<file path="src/rtl/cache_ctrl_param_pkg.sv">
// ============================================================================
// Module  : cache_ctrl_param_pkg
// Brief   : Shared state encoding, write-mode constants and helpers for the
//           parametrised cache controller.
// Revision: 1.0 - initial release
// ============================================================================
`default_nettype none

package cache_ctrl_param_pkg;

  // Controller state encoding
  localparam logic [2:0] ST_IDLE      = 3'd0;
  localparam logic [2:0] ST_MEM_READ  = 3'd1;
  localparam logic [2:0] ST_MEM_WRITE = 3'd2;
  localparam logic [2:0] ST_RESP      = 3'd3;
  localparam logic [2:0] ST_CACHE_UPD = 3'd4;

  typedef enum logic [2:0] {
    S_IDLE      = ST_IDLE,
    S_MEM_READ  = ST_MEM_READ,
    S_MEM_WRITE = ST_MEM_WRITE,
    S_RESP      = ST_RESP,
    S_CACHE_UPD = ST_CACHE_UPD
  } state_e;

  // What a store does to the cached copy once it is in SRAM
  localparam int WM_INVALIDATE = 0;
  localparam int WM_UPDATE     = 1;

  localparam logic ONE  = 1'b1;
  localparam logic ZERO = 1'b0;

  // Width of the word-select field; a one-word block still gets a 1-bit port
  function automatic int sel_width(input int wpb);
    return (wpb > 1) ? $clog2(wpb) : 1;
  endfunction

endpackage

`default_nettype wire

</file>
<file path="src/rtl/cache_ctrl_param_sat.sv">
// ============================================================================
// Module  : sat_counter
// Brief   : W-bit event counter that sticks at all-ones instead of wrapping.
// Revision: 1.0 - initial release
// ============================================================================
`default_nettype none

module sat_counter #(
  parameter int W = 16
) (
  input  logic         clk_i,
  input  logic         rst_ni,
  input  logic         inc_i,
  output logic [W-1:0] count_o
);

  logic [W-1:0] count_q;

  // Count up on each inc_i pulse until the all-ones ceiling is reached
  always_ff @(posedge clk_i or negedge rst_ni) begin
    if (!rst_ni) begin
      count_q <= '0;
    end else if (inc_i && (count_q != {W{1'b1}})) begin
      count_q <= count_q + W'(1);
    end
  end

  assign count_o = count_q;

endmodule

`default_nettype wire

</file>
<file path="src/rtl/cache_ctrl_param.sv">
// ============================================================================
// Module  : cache_ctrl_param
// Brief   : Cache controller between the memory stage and the SRAM controller.
//           Zero-wait read hits, block fill on read miss, write-through stores
//           with selectable invalidate/update of the cached copy, and
//           saturating hit/miss counters.
// Revision: 1.0 - initial release
// ============================================================================
`default_nettype none

module cache_ctrl_param
  import cache_ctrl_param_pkg::*;
#(
  parameter int ADDR_W          = 32,
  parameter int DATA_W          = 32,
  parameter int WORDS_PER_BLOCK = 2,
  parameter int CACHE_ADDR_W    = 17,
  parameter int WRITE_MODE      = WM_INVALIDATE,
  parameter int CNT_W           = 16,
  localparam int BLK_W          = DATA_W * WORDS_PER_BLOCK,
  localparam int WSEL_W         = sel_width(WORDS_PER_BLOCK)
) (
  input  logic                    clk_i,
  input  logic                    rst_ni,
  // CPU side
  input  logic                    read_en_i,
  input  logic                    write_en_i,
  input  logic [ADDR_W-1:0]       address_i,
  input  logic [DATA_W-1:0]       write_data_i,
  output logic [DATA_W-1:0]       read_data_o,
  output logic                    ready_o,
  // SRAM controller side
  output logic [ADDR_W-1:0]       sram_address_o,
  output logic [DATA_W-1:0]       sram_write_data_o,
  output logic                    sram_read_en_o,
  output logic                    sram_write_en_o,
  input  logic                    sram_ready_i,
  input  logic [BLK_W-1:0]        sram_read_data_i,
  // Cache array side
  output logic [CACHE_ADDR_W-1:0] cache_address_o,
  output logic                    cache_read_en_o,
  input  logic                    cache_hit_i,
  input  logic [DATA_W-1:0]       cache_read_data_i,
  output logic                    cache_write_en_o,
  output logic [BLK_W-1:0]        cache_write_data_o,
  output logic                    cache_word_write_en_o,
  output logic [WSEL_W-1:0]       cache_word_sel_o,
  output logic [DATA_W-1:0]       cache_word_data_o,
  output logic                    cache_invalidation_o,
  // Performance counters
  output logic [CNT_W-1:0]        hit_count_o,
  output logic [CNT_W-1:0]        miss_count_o
);

  // Byte-offset bits below the word index
  localparam int BOFF = $clog2(DATA_W / 8);

  state_e            state_q, state_d;
  logic [ADDR_W-1:0] addr_q;
  logic [DATA_W-1:0] data_q;
  logic [DATA_W-1:0] rdata_q;
  logic [DATA_W-1:0] read_data_q;
  logic              hit_q;
  logic              sram_read_en_q;
  logic              sram_write_en_q;
  logic              cache_inval_q;
  logic              cache_word_we_q;

  logic              in_idle;
  logic              rd_req;
  logic              wr_req;
  logic              any_req;
  logic              idle_hit;
  logic              idle_miss;
  logic              fill_done;
  logic [DATA_W-1:0] fill_word;

  // Requests only count in IDLE and never while reset is asserted, so every
  // enable and the hit path are forced low the moment rst_ni falls.
  assign in_idle   = (state_q == S_IDLE) && rst_ni;
  assign rd_req    = in_idle && read_en_i;
  assign wr_req    = in_idle && write_en_i && !read_en_i;
  assign any_req   = in_idle && (read_en_i || write_en_i);
  assign idle_hit  = rd_req && cache_hit_i;
  assign idle_miss = rd_req && !cache_hit_i;
  assign fill_done = (state_q == S_MEM_READ) && sram_ready_i;

  // The cache sees the live CPU address in IDLE and the latched one afterwards
  assign cache_address_o = (state_q == S_IDLE) ? address_i[BOFF +: CACHE_ADDR_W]
                                               : addr_q[BOFF +: CACHE_ADDR_W];

  generate
    if (WORDS_PER_BLOCK > 1) begin : g_wsel
      logic [DATA_W-1:0] blk_words [WORDS_PER_BLOCK];

      assign cache_word_sel_o = (state_q == S_IDLE) ? address_i[BOFF +: WSEL_W]
                                                    : addr_q[BOFF +: WSEL_W];

      for (genvar g = 0; g < WORDS_PER_BLOCK; g++) begin : g_blk_word
        assign blk_words[g] = sram_read_data_i[g*DATA_W +: DATA_W];
      end

      assign fill_word = blk_words[cache_word_sel_o];
    end else begin : g_wsel_single
      assign cache_word_sel_o = '0;
      assign fill_word        = sram_read_data_i[DATA_W-1:0];
    end
  endgenerate

  // Next-state selection; read_en wins over write_en in IDLE
  always_comb begin
    state_d = state_q;
    case (state_q)
      S_IDLE: begin
        if (idle_miss) begin
          state_d = S_MEM_READ;
        end else if (wr_req) begin
          state_d = S_MEM_WRITE;
        end
      end
      S_MEM_READ: begin
        if (sram_ready_i) state_d = S_RESP;
      end
      S_MEM_WRITE: begin
        if (sram_ready_i) state_d = S_CACHE_UPD;
      end
      S_RESP:      state_d = S_IDLE;
      S_CACHE_UPD: state_d = S_IDLE;
      default:     state_d = S_IDLE;
    endcase
  end

  // State register with Moore enables registered from the next state
  always_ff @(posedge clk_i or negedge rst_ni) begin
    if (!rst_ni) begin
      state_q         <= S_IDLE;
      sram_read_en_q  <= ZERO;
      sram_write_en_q <= ZERO;
      cache_inval_q   <= ZERO;
      cache_word_we_q <= ZERO;
    end else begin
      state_q         <= state_d;
      sram_read_en_q  <= (state_d == S_MEM_READ);
      sram_write_en_q <= (state_d == S_MEM_WRITE);
      cache_inval_q   <= (state_d == S_CACHE_UPD) && (WRITE_MODE == WM_INVALIDATE);
      // No write-allocate: only a line that hit at request time is patched
      cache_word_we_q <= (state_d == S_CACHE_UPD) && (WRITE_MODE == WM_UPDATE) && hit_q;
    end
  end

  // Request capture, fill word latch and held CPU read data
  always_ff @(posedge clk_i or negedge rst_ni) begin
    if (!rst_ni) begin
      addr_q      <= '0;
      data_q      <= '0;
      rdata_q     <= '0;
      read_data_q <= '0;
      hit_q       <= ZERO;
    end else begin
      if (any_req) begin
        addr_q <= address_i;
        data_q <= write_data_i;
        hit_q  <= cache_hit_i;
      end
      if (fill_done) begin
        rdata_q <= fill_word;
      end
      if (idle_hit) begin
        read_data_q <= cache_read_data_i;
      end else if (state_q == S_RESP) begin
        read_data_q <= rdata_q;
      end
    end
  end

  assign ready_o = !rst_ni
                 || idle_hit
                 || (in_idle && !read_en_i && !write_en_i)
                 || (state_q == S_RESP)
                 || (state_q == S_CACHE_UPD);

  assign read_data_o = idle_hit             ? cache_read_data_i :
                       (state_q == S_RESP)  ? rdata_q           :
                                              read_data_q;

  assign sram_address_o        = addr_q;
  assign sram_write_data_o     = data_q;
  assign sram_read_en_o        = sram_read_en_q;
  assign sram_write_en_o       = sram_write_en_q;

  assign cache_read_en_o       = rd_req;
  assign cache_write_en_o      = fill_done;
  assign cache_write_data_o    = sram_read_data_i;
  assign cache_word_write_en_o = cache_word_we_q;
  assign cache_word_data_o     = data_q;
  assign cache_invalidation_o  = cache_inval_q;

  sat_counter #(.W(CNT_W)) u_hit_cnt (
    .clk_i   (clk_i),
    .rst_ni  (rst_ni),
    .inc_i   (idle_hit),
    .count_o (hit_count_o)
  );

  sat_counter #(.W(CNT_W)) u_miss_cnt (
    .clk_i   (clk_i),
    .rst_ni  (rst_ni),
    .inc_i   (idle_miss),
    .count_o (miss_count_o)
  );

endmodule

`default_nettype wire

</file>
<file path="config.mk">
export PLATFORM = sky130hd
export DESIGN_NAME = cache_ctrl_param
export DESIGN_NICKNAME = d
export VERILOG_FILES = /design/src/rtl/cache_ctrl_param_pkg.sv /design/src/rtl/cache_ctrl_param_sat.sv /design/src/rtl/cache_ctrl_param.sv
export SDC_FILE = /design/constraint.sdc
export NUM_CORES = 1
export LEC_CHECK = 0
export CAP_MARGIN = 20
export CORE_AREA = 4 4 160 162
export CTS_CLUSTER_DIAMETER = 30
export DETAILED_ROUTE_END_ITERATION = 10
export DIE_AREA = 0 0 164 166
export GPL_TIMING_DRIVEN = 0
export PLACE_DENSITY = 0.75
export SLEW_MARGIN = 10
export SYNTH_ARGS = -nofsm -noshare
export SYNTH_HDL_FRONTEND = slang
export SYNTH_HIERARCHICAL = 1
export SYNTH_SLANG_ARGS = --single-unit
</file>
<file path="constraint.sdc">
create_clock -name clk_i -period 7.74 [get_ports clk_i]
set_clock_uncertainty 0.15 [all_clocks]
set_input_delay 0.774 -clock clk_i [delete_from_list [all_inputs] [get_ports clk_i]]
set_output_delay 0.774 -clock clk_i [all_outputs]
set_load 0.005 [all_outputs]
</file>
==> impl_metrics.yaml, run 1 <==
outcome:
  run_status: "completed"
clocking:
  tritoncts_num_sinks: 166
  ctsRootBufferMaster: "sky130_fd_sc_hd__clkbuf_16"
  ctsLongestPathBuffers: 2
  cts_max_level: 4
  postCtsSetupRepairBufs: 0
  clk_pin_slew_ns: 0.08
  source_to_sink_clock_delay_at_the_later_pin_of_the_worst_skew_pair_ns: 0.42
  cts_hold_repair.buffers: 0
  cts-buffers-inserted: 17
  cts_resized: 0
  tritoncts_clock_tree: "yes"
worst_setup_path:
  cpMaxStageDelayCell: "sky130_fd_sc_hd__clkdlybuf4s50_1"
  worstPathRequired_ns: 6.82
  critPathBufInv: 3
  signal_arrival_time_at_the_worst_endpoint_ns: 3.01
  type_of_origin_of_the_critical_path: "primary input"
  worst-setup-path-type: "primary input to primary output"
  path_depth: 5
  reg2reg_slack_ns: 4.86
  crit_path_max_fanout: 105
  max_stage_delay_ns: 0.57
  cp_cell_sequence: "buf_8 > nand4_2 > buf_2 > mux2_2 > clkdlybuf4s50_1"
  ff2ff_path_depth: 8
  cp_endpoint_kind: "primary output"
  timing.critical_path.max_delay_family: "buffers and inverters"
die:
  top_ports: 415
  die_h_um: 166
  floorplan.die.width_um: 164
  rows: 57
  coreArea_um2: 24100
  initial_core_utilization_pct: 36.1
  floorplan.die_area_um2: 27200
power_and_ir_drop:
  leakagePower_nw: 5.99
  max-vdd-ir-drop_uv: 193
  power.density_cell_area_nw_per_um2: 352
  fin_total_pwr_w: 0.00488
drt:
  total_wire_length_um: 27800
  dr_total_vias: 6847
  drt_iter0_drc: 167
  post_drt_wl_per_cell_um: 19.2
  drt-vias-per-instance: 4.74
  drc_errors: 0
  drt-pass1-iter-count: 4
  antenna_violating_nets_post_route: 0
timing:
  max_clock_freq_ghz: 0.254
  grt_setup_unrepaired: "no"
  final-setup-viol-count: 0
  timing.final.crit_share_pct: 50.8
  timing_max_transition_violations_final: 0
  fin_crit_ns: 3.93
  max-slew-margin-rel_pct: 44.3
  tightest_slew_ns: 0.835
  finalHoldViolations: 0
synthesis:
  postSynthRegisterBits: 166
  yosysTopAreaCellShare_pct: 47.8
  synthMostInstantiatedCell: "sky130_fd_sc_hd__dfrtp_1"
  synth_adder_area_share_pct: 0.288
  synthesis.yosys.warnings: 6
  synth.largest_area_cell: "sky130_fd_sc_hd__dfrtp_1"
  multiplexer_fraction_of_the_synthesized_cell_area_pct: 25.5
  main_combinational_cell_family_by_area_after_synthesis: "multiplexers"
  synth_area_leaders: "sky130_fd_sc_hd__dfrtp_1, sky130_fd_sc_hd__mux2_4, sky130_fd_sc_hd__buf_4"
  synth_xor_area_share_pct: 1.41
  synth_async_sr_flop_share_pct: 100
  syn_area_per_cell_um2: 12.9
  synth.distinct_cells: 54
  synth_fp_nets: 843
  synth_top_flop_cell: "sky130_fd_sc_hd__dfrtp_1"
  post_synth_inst_count: 675
  synth_seq_area_share_pct: 47.8
  synth_enable_flop_cells: 0
  syn-cell-area_um2: 8700
  ys_top_cells_by_count: "sky130_fd_sc_hd__dfrtp_1, sky130_fd_sc_hd__buf_4, sky130_fd_sc_hd__mux2_4, sky130_fd_sc_hd__mux2_2, sky130_fd_sc_hd__nor2_1"
  synth_simple_gate_area_share_pct: 9.35
  synth_compound_area_share_pct: 4.65
place:
  hpwl_um: 21600
  routabilityCongestion: 0.802
  dpl_cell_area_um2: 13300
  place.port_buffers: 413
global_routing:
  grt_pass1_wl_um: 42300
  grt_antenna_before_repair: 0
  track_usage_pct: 20.0
  grt_pass1_vias: 7116
  grt_max_degree: 106
  overflow: 0
flow_run:
  maxCapViolations: 0
final_layout:
  drive_above_1_share_pct: 26.6
  final_core_util_pct: 57.5
  design_area_um2: 13900
  fillCellCount: 2034
  layout.nets: 1276
  area_growth_syn_to_layout_pct: 59.2
  num_antenna_cells: 0
hold_path:
  hp-class: "primary input to asynchronous set/reset pin"
## sequential cells by signal (all words and copies together) (netlist names)
signal,cells
cache_invalidation_o,1
cache_word_data_o,32
rdata_q,32
read_data_q,32
sram_address_o,32
sram_read_en_o,1
sram_write_en_o,1
state_q,3
u_hit_cnt/count_o,16
u_miss_cnt/count_o,16
## cell usage in the layout (no fill, tap or decap), drive strengths merged, types with 5 or more instances in the layout
cell           netlist  final
nand4               22     22
and3                 7      7
clkdlybuf4s50        0    412
inv                  2     10
nand2                8      8
buf                124    126
dfrtp              166    166
nand3               15     15
mux2i               32     32
nor2                43     43
xnor2               10     10
o21a                 8      8
mux2               148    148
clkbuf               3     22
a21oi               38     38
and4                 5      5
a31oi                5      5
## metrics by stage
| step | instances | hold slack [ns] | TNS, ns | setup slack, ns |
|---|---|---|---|---|
| after floorplan | 675 | 0.328 | 0 | 5.24 |
| after global placement | 1412 | 0.341 | -588.87 | -3.62 |
| after detailed placement | 1413 | 0.343 | 0 | 3.66 |
| after CTS | 1445 | 0.275 | 0 | 3.65 |
| after global routing | 1445 | 0.284 | 0 | 3.53 |
| final | 1445 | 0.208 | 0 | 3.81 |
## per-layer routing
metal	vias to the layer above	part of all wire, %	track usage, %
met3	24	6.8	5.58
met1	3410	40	24.1
li1	3190	-	-
met4	0	1.6	5.14
met2	223	52	34.9
met5	-	0	0
## worst reg2reg max path, delay by kind of cell, from the launching register on
| kind | cells | cell delay [ns] |
|---|---|---|
| XOR/XNOR | 1 | 0.16 |
| AND/OR/NAND/NOR | 6 | 1.66 |
| buffers and inverters | 1 | 0.32 |
| flip-flops | 1 | 0.48 |
## power by group
group	switching [W]	internal [W]	total, W
registers	0.000243	0.00124	0.00149
logic	0.000885	0.00166	0.00254
clock network	0.000386	0.000465	0.000851
## cells by family (layout without fill, tap and decap cells)
kind of cell    count (synthesis)  in the layout
simple gates                  119            119
other cells                     1              1
mux                           180            180
xor+xnor                       14             14
buf+inv                       129            575
flops                         166            166
fa+ha+maj                       2              2
compound gates                 64             64
## worst paths after layout
kind / startpoint / to
worst max-delay path: rst_ni / read_data_o[21]
worst max register to register: state_q[2] / u_miss_cnt/count_o[10]
worst min register to register: sram_address_o[0] / sram_address_o[0]
worst min-delay path: rst_ni / sram_address_o[3]
min in group clk_i: sram_address_o[0] / sram_address_o[0]
max in group asynchronous: rst_ni / read_data_q[6]
## area by class of cell
cell class | instances | area [µm²] | area share (%)
Tap cell | 324 | 405 | 2.93
Clock buffer | 19 | 443 | 3.20
Clock inverter | 13 | 138 | 0.994
Buffer | 127 | 948 | 6.85
Multi-Input combinational cell | 380 | 3590 | 25.9
Timing Repair Buffer | 414 | 4170 | 30.1
Inverter | 2 | 7.51 | 0.0542
Sequential cell | 166 | 4150 | 30.0
(Power assumes the default switching activity.)
==> run 2, diff against run 1 <==
--- a/config.mk
+++ b/config.mk
@@ -6,12 +6,12 @@
 export NUM_CORES = 1
 export LEC_CHECK = 0
 export CAP_MARGIN = 20
-export CORE_AREA = 4 4 160 162
+export CORE_AREA = 4 4 161 163
 export CTS_CLUSTER_DIAMETER = 30
 export DETAILED_ROUTE_END_ITERATION = 10
-export DIE_AREA = 0 0 164 166
+export DIE_AREA = 0 0 165 167
 export GPL_TIMING_DRIVEN = 0
-export PLACE_DENSITY = 0.75
+export PLACE_DENSITY = 0.77
 export SLEW_MARGIN = 10
 export SYNTH_ARGS = -nofsm -noshare
 export SYNTH_HDL_FRONTEND = slang
==> constraint.sdc (replaced) <==
create_clock -name clk_i -period 3.2 [get_ports clk_i]
set_clock_uncertainty 0.15 [all_clocks]
set_input_delay 0.32 -clock clk_i [delete_from_list [all_inputs] [get_ports clk_i]]
set_output_delay 0.32 -clock clk_i [all_outputs]
set_load 0.005 [all_outputs]
==> impl_metrics.yaml, run 2 (same netlist as run 1, synthesis figures left out) <==
power_and_ir_drop:
  power_frac_clock_pct: 17.9
  leakagePower_nw: 6.07
  pwr-share-comb_pct: 51.7
  fin_total_pwr_w: 0.0119
  power.density_cell_area_nw_per_um2: 845
  max-vdd-ir-drop_uv: 458
  p_switching_w: 0.00369
  swShare_pct: 31.1
  power_share_of_the_sequential_group_pct: 30.4
  power.internal_w: 0.00817
worst_setup_path:
  cp_cell_sequence: "dlygate4sd3_1 > buf_12 > buf_16 > nand4_2 > buf_2 > mux2_2 > clkdlybuf4s50_1"
  cp_endpoint_kind: "primary output"
  worstPathRequired_ns: 2.73
  cpMaxStageDelayCell: "sky130_fd_sc_hd__dlygate4sd3_1"
  crit_path_max_fanout: 10
  type_of_origin_of_the_critical_path: "primary input"
  max_stage_delay_ns: 0.59
  worst-setup-path-type: "primary input to primary output"
  critPathBufInv: 5
  signal_arrival_time_at_the_worst_endpoint_ns: 2.67
  timing.critical_path.max_delay_family: "buffers and inverters"
timing:
  timing.final.crit_share_pct: 98.0
  max_clock_freq_ghz: 0.319
  setup_tns_ns: 0
  max-slew-margin-rel_pct: 59.6
  timing_max_transition_violations_final: 0
  worst_hold_slack_ns: 0.347
  final-setup-viol-count: 0
  tightest_slew_ns: 0.606
  grt_setup_unrepaired: "yes"
  fin_crit_ns: 3.14
  finalHoldViolations: 0
global_routing:
  grt_max_degree: 77
  overflow: 0
  grt_pass1_wl_um: 41600
  track_usage_pct: 19.5
  grt_antenna_before_repair: 0
  grt_pass1_vias: 7165
die:
  floorplan.die.width_um: 165
  die_h_um: 167
  initial_core_utilization_pct: 35.8
  rows: 57
  floorplan.die_area_um2: 27600
  coreArea_um2: 24300
  top_ports: 415
clocking:
  ctsLongestPathBuffers: 2
  source_to_sink_clock_delay_at_the_later_pin_of_the_worst_skew_pair_ns: 0.43
  cts_max_level: 4
  cts-buffers-inserted: 17
  tritoncts_clock_tree: "yes"
  tritoncts_num_sinks: 166
  ctsRootBufferMaster: "sky130_fd_sc_hd__clkbuf_16"
  clk_pin_slew_ns: 0.08
final_layout:
  layout_common_cells: "sky130_fd_sc_hd__clkdlybuf4s50_1, sky130_fd_sc_hd__dfrtp_1, sky130_fd_sc_hd__buf_4, sky130_fd_sc_hd__mux2_4, sky130_fd_sc_hd__mux2_2"
  finalNonFillerCells: 1451
  layout.nets: 1282
  area_growth_syn_to_layout_pct: 61.3
  final_common_cell: "sky130_fd_sc_hd__clkdlybuf4s50_1"
  drive_above_1_share_pct: 26.9
  num_antenna_cells: 0
drt:
  antenna_violating_nets_post_route: 0
  drt_iter0_drc: 238
  total_wire_length_um: 27600
  drt-pass1-iter-count: 4
  post_drt_wl_per_cell_um: 19.0
  drt-vias-per-instance: 4.72
  dr_total_vias: 6842
  drc_errors: 0
place:
  routabilityCongestion: 0.838
  placed_cells: 1413
  place.port_buffers: 413
  hpwl_um: 21400
hold_path:
  hp-class: "primary input to flip-flop"
flow_run:
  maxCapViolations: 0
outcome:
  run_status: "completed"
## run 2: metal layers
layer	vias to the layer above	track usage [%]	share of wire (%)	wire [µm]
met4	0	5.53	1.9	522
met1	3354	22.4	38	10600
met5	-	0	0	0
met2	244	34.8	52	14300
li1	3211	-	-	-
met3	33	5.78	7.7	2120
## run 2: power groups by stage
stage | combinational, W | clock (W) | sequential, W
after detailed placement | 0.00619 | 0 | 0.00364
after global routing | 0.00655 | 0.00227 | 0.00372
after global placement | 0.00610 | 0 | 0.00361
after floorplan | 0.00292 | 0 | 0.00352
after CTS | 0.00624 | 0.00217 | 0.00361
final | 0.00613 | 0.00212 | 0.00361
## run 2: worst reg2reg max path, cell delays in order (launching register included)
cell and delay (ns):
sky130_fd_sc_hd__dfrtp_1 0.48, sky130_fd_sc_hd__nor3_4 0.26, sky130_fd_sc_hd__clkbuf_4 0.28, sky130_fd_sc_hd__and3_1 0.20, sky130_fd_sc_hd__nor2b_1 0.47, sky130_fd_sc_hd__nand2_1 0.23, sky130_fd_sc_hd__nor4_2 0.40, sky130_fd_sc_hd__nand4_1 0.17
sky130_fd_sc_hd__xnor2_1 0.15
## run 2: metrics by stage
step           setup slack, ns  utilization [%]  cell area (µm²)
5_1_grt                -0.0192             57.7            14000
2_1_floorplan            0.713                -             8700
4_1_cts                0.00620             57.7            14000
3_5_place_dp            -0.215             54.6            13300
3_3_place_gp             -7.25             54.4            13200
6_report                0.0642             57.7            14000
## run 2: cell type report
type,count,area [µm²]
Timing Repair Buffer,420,4310
Fill cell,1978,10300
Tap cell,324,405
Clock buffer,17,425
Buffer,127,958
Inverter,2,7.51
Multi-Input combinational cell,380,3590
Clock inverter,15,188
Sequential cell,166,4150
## run 2: timing repair
item                       in CTS  in global routing
cloned                          1                  0
hold endpoints to repair       76                  0
hold buffers                    5                  0
setup endpoints to repair      29                 13
setup buffers                   0                  0
resized for setup               1                  4
## run 2: final timing paths
check | end | from | cells past startpoint | slack (ns)
setup / recovery | read_data_o[3] | rst_ni | 7 | 0.06
hold / removal | sram_address_o[24] | address_i[24] | 2 | 0.35
setup reg to reg | u_miss_cnt/count_o[14] | state_q[2] | 8 | 0.31
hold reg to reg | sram_address_o[27] | sram_address_o[27] | 1 | 0.36
max in group asynchronous | read_data_q[0] | rst_ni | 5 | 1.37
min in group asynchronous | cache_word_data_o[23] | rst_ni | 4 | 0.50
==> run 3, diff against run 2 <==
--- a/config.mk
+++ b/config.mk
@@ -5,13 +5,15 @@
 export SDC_FILE = /design/constraint.sdc
 export NUM_CORES = 1
 export LEC_CHECK = 0
+export ABC_CLOCK_PERIOD_IN_PS = 3200
 export CAP_MARGIN = 20
-export CORE_AREA = 4 4 161 163
+export CORE_ASPECT_RATIO = 0.9
+export CORE_MARGIN = 4
+export CORE_UTILIZATION = 38
 export CTS_CLUSTER_DIAMETER = 30
 export DETAILED_ROUTE_END_ITERATION = 10
-export DIE_AREA = 0 0 165 167
 export GPL_TIMING_DRIVEN = 0
-export PLACE_DENSITY = 0.77
+export PLACE_DENSITY = 0.81
 export SLEW_MARGIN = 10
 export SYNTH_ARGS = -nofsm -noshare
 export SYNTH_HDL_FRONTEND = slang
==> impl_metrics.yaml, run 3 (same netlist as run 1, synthesis figures left out) <==
worst_setup_path:
  worst_r2r_startpoint: "state_q[1]"
  cpMaxStageDelayCell: "sky130_fd_sc_hd__dlygate4sd3_1"
  crit_path_max_fanout: 10
  reg2reg_slack_ns: 0.31
  critPathBufInv: 5
  signal_arrival_time_at_the_worst_endpoint_ns: 2.65
  type_of_origin_of_the_critical_path: "primary input"
  cp_endpoint_kind: "primary output"
  max_stage_delay_ns: 0.58
  crit_path_start: "rst_ni"
  timing.critical_path.max_delay_family: "buffers and inverters"
  worstPathRequired_ns: 2.73
  cp_cell_sequence: "dlygate4sd3_1 > buf_12 > buf_16 > nand4_2 > buf_2 > mux2_2 > clkdlybuf4s50_1"
  worst-setup-path-type: "primary input to primary output"
flow_run:
  maxCapViolations: 0
global_routing:
  grt_antenna_before_repair: 0
  grt_pass1_wl_um: 41200
  track_usage_pct: 20.7
  grt_max_degree: 79
  grt_pass1_vias: 7237
  overflow: 0
power_and_ir_drop:
  fin_total_pwr_w: 0.0118
  leakagePower_nw: 6.05
  max-vdd-ir-drop_uv: 544
  power.density_cell_area_nw_per_um2: 842
hold_path:
  hp-class: "flip-flop to flip-flop"
  worstHoldStart: "sram_address_o[28]"
timing:
  grt_setup_unrepaired: "yes"
  max_clock_freq_ghz: 0.321
  max-slew-margin-rel_pct: 61.7
  timing_max_transition_violations_final: 0
  finalWorstSetupSlack_ns: 0.0825
  timing.final.crit_share_pct: 97.4
  tightest_slew_ns: 0.574
  setup_tns_ns: 0
  final-setup-viol-count: 0
  worst_hold_slack_ns: 0.360
  finalHoldViolations: 0
  fin_crit_ns: 3.12
outcome:
  run_status: "completed"
place:
  dp_worst_setup_slack_ns: -0.218
  hpwl_um: 20800
  routabilityCongestion: 0.843
  place.port_buffers: 413
drt:
  dr_total_vias: 6853
  drc_errors: 0
  total_wire_length_um: 27000
  route.met2.wl_um: 14100
  met3_wirelength_um: 1540
  drt-vias-per-instance: 4.81
  met1_length_um: 11100
  drt_iter0_drc: 251
  drt-pass1-iter-count: 4
  routed.top_layer: "met4"
  antenna_violating_nets_post_route: 0
  post_drt_wl_per_cell_um: 19.0
final_layout:
  final_common_cell: "sky130_fd_sc_hd__clkdlybuf4s50_1"
  num_antenna_cells: 0
  final_core_util_pct: 62.0
  fillCellCount: 1820
  layout.nets: 1282
  drive_above_1_share_pct: 26.9
  layout_common_cells: "sky130_fd_sc_hd__clkdlybuf4s50_1, sky130_fd_sc_hd__dfrtp_1, sky130_fd_sc_hd__buf_4, sky130_fd_sc_hd__mux2_4, sky130_fd_sc_hd__mux2_2"
  area_growth_syn_to_layout_pct: 60.4
die:
  die_h_um: 152
  coreArea_um2: 22500
  initial_core_utilization_pct: 38.6
  rows: 52
  floorplan.die.width_um: 167
  floorplan.die_area_um2: 25400
  top_ports: 415
clocking:
  tritoncts_num_sinks: 166
  cts-buffers-inserted: 17
  source_to_sink_clock_delay_at_the_later_pin_of_the_worst_skew_pair_ns: 0.42
  clk_pin_slew_ns: 0.07
  postCtsSetupRepairBufs: 0
  ctsLongestPathBuffers: 2
  tritoncts_clock_tree: "yes"
  ctsRootBufferMaster: "sky130_fd_sc_hd__clkbuf_16"
  cts_max_level: 4
run 3: changes by cell type in the layout (fill, tap and decap cells not counted), sizes merged:
cell	delta
buf	+2
clkinvlp	-2
clkinv	+1
inv	-1
run 3: where the power goes:
part           total [W]  internal [W]  leakage [nW]  switching [W]
Combinational    0.00613       0.00403          3.78        0.00210
Clock            0.00202       0.00112         0.288       0.000898
Sequential       0.00361       0.00301          1.99       0.000603
run 3: layer usage:
metal / up-vias / GRT usage (%)
met3: 23 / 5.11
met5: - / 0
li1: 3190 / -
met2: 240 / 37.2
met1: 3400 / 25.7
met4: 0 / 4.14
run 3: layout make-up:
class                           count  area, µm²  area share [%]
Inverter                            2       7.51          0.0538
Clock buffer                       19        443            3.17
Timing Repair Buffer              420       4300            30.8
Buffer                            127        953            6.83
Multi-Input combinational cell    380       3590            25.7
Sequential cell                   166       4160            29.8
Clock inverter                     13        135           0.968
Tap cell                          297        372            2.66
run 3: worst reg2reg max path, delay by kind of cell, from the launching register on:
family | cells | cell delay (ns)
flip-flops | 1 | 0.37
buffers and inverters | 2 | 0.45
XOR/XNOR | 1 | 0.14
AND/OR/NAND/NOR | 6 | 1.68
run 3: timing repair:
| action | CTS | global route |
|---|---|---|
| hold endpoints to repair | 78 | 0 |
| gates cloned | 1 | 0 |
| gates resized for setup | 1 | 3 |
| hold buffers | 5 | 0 |
| endpoints found under the setup margin | 29 | 9 |
run 3: path summary, 6_finish.rpt:
| kind | endpoint | cells past startpoint |
|---|---|---|
| worst max-delay path | read_data_o[18] | 7 |
| worst min-delay path | sram_address_o[28] | 1 |
| min in group asynchronous | rdata_q[4] | 4 |
| worst max register to register | u_miss_cnt/count_o[14] | 9 |
| worst min register to register | sram_address_o[28] | 1 |
| max in group asynchronous | sram_address_o[7] | 5 |
run 3: stage by stage:
stage               cells  instance area, µm²
global route         1424               14000
global placement     1385               13200
floorplan             675                8700
CTS                  1424               13900
detailed placement   1386               13200
finish               1424               14000
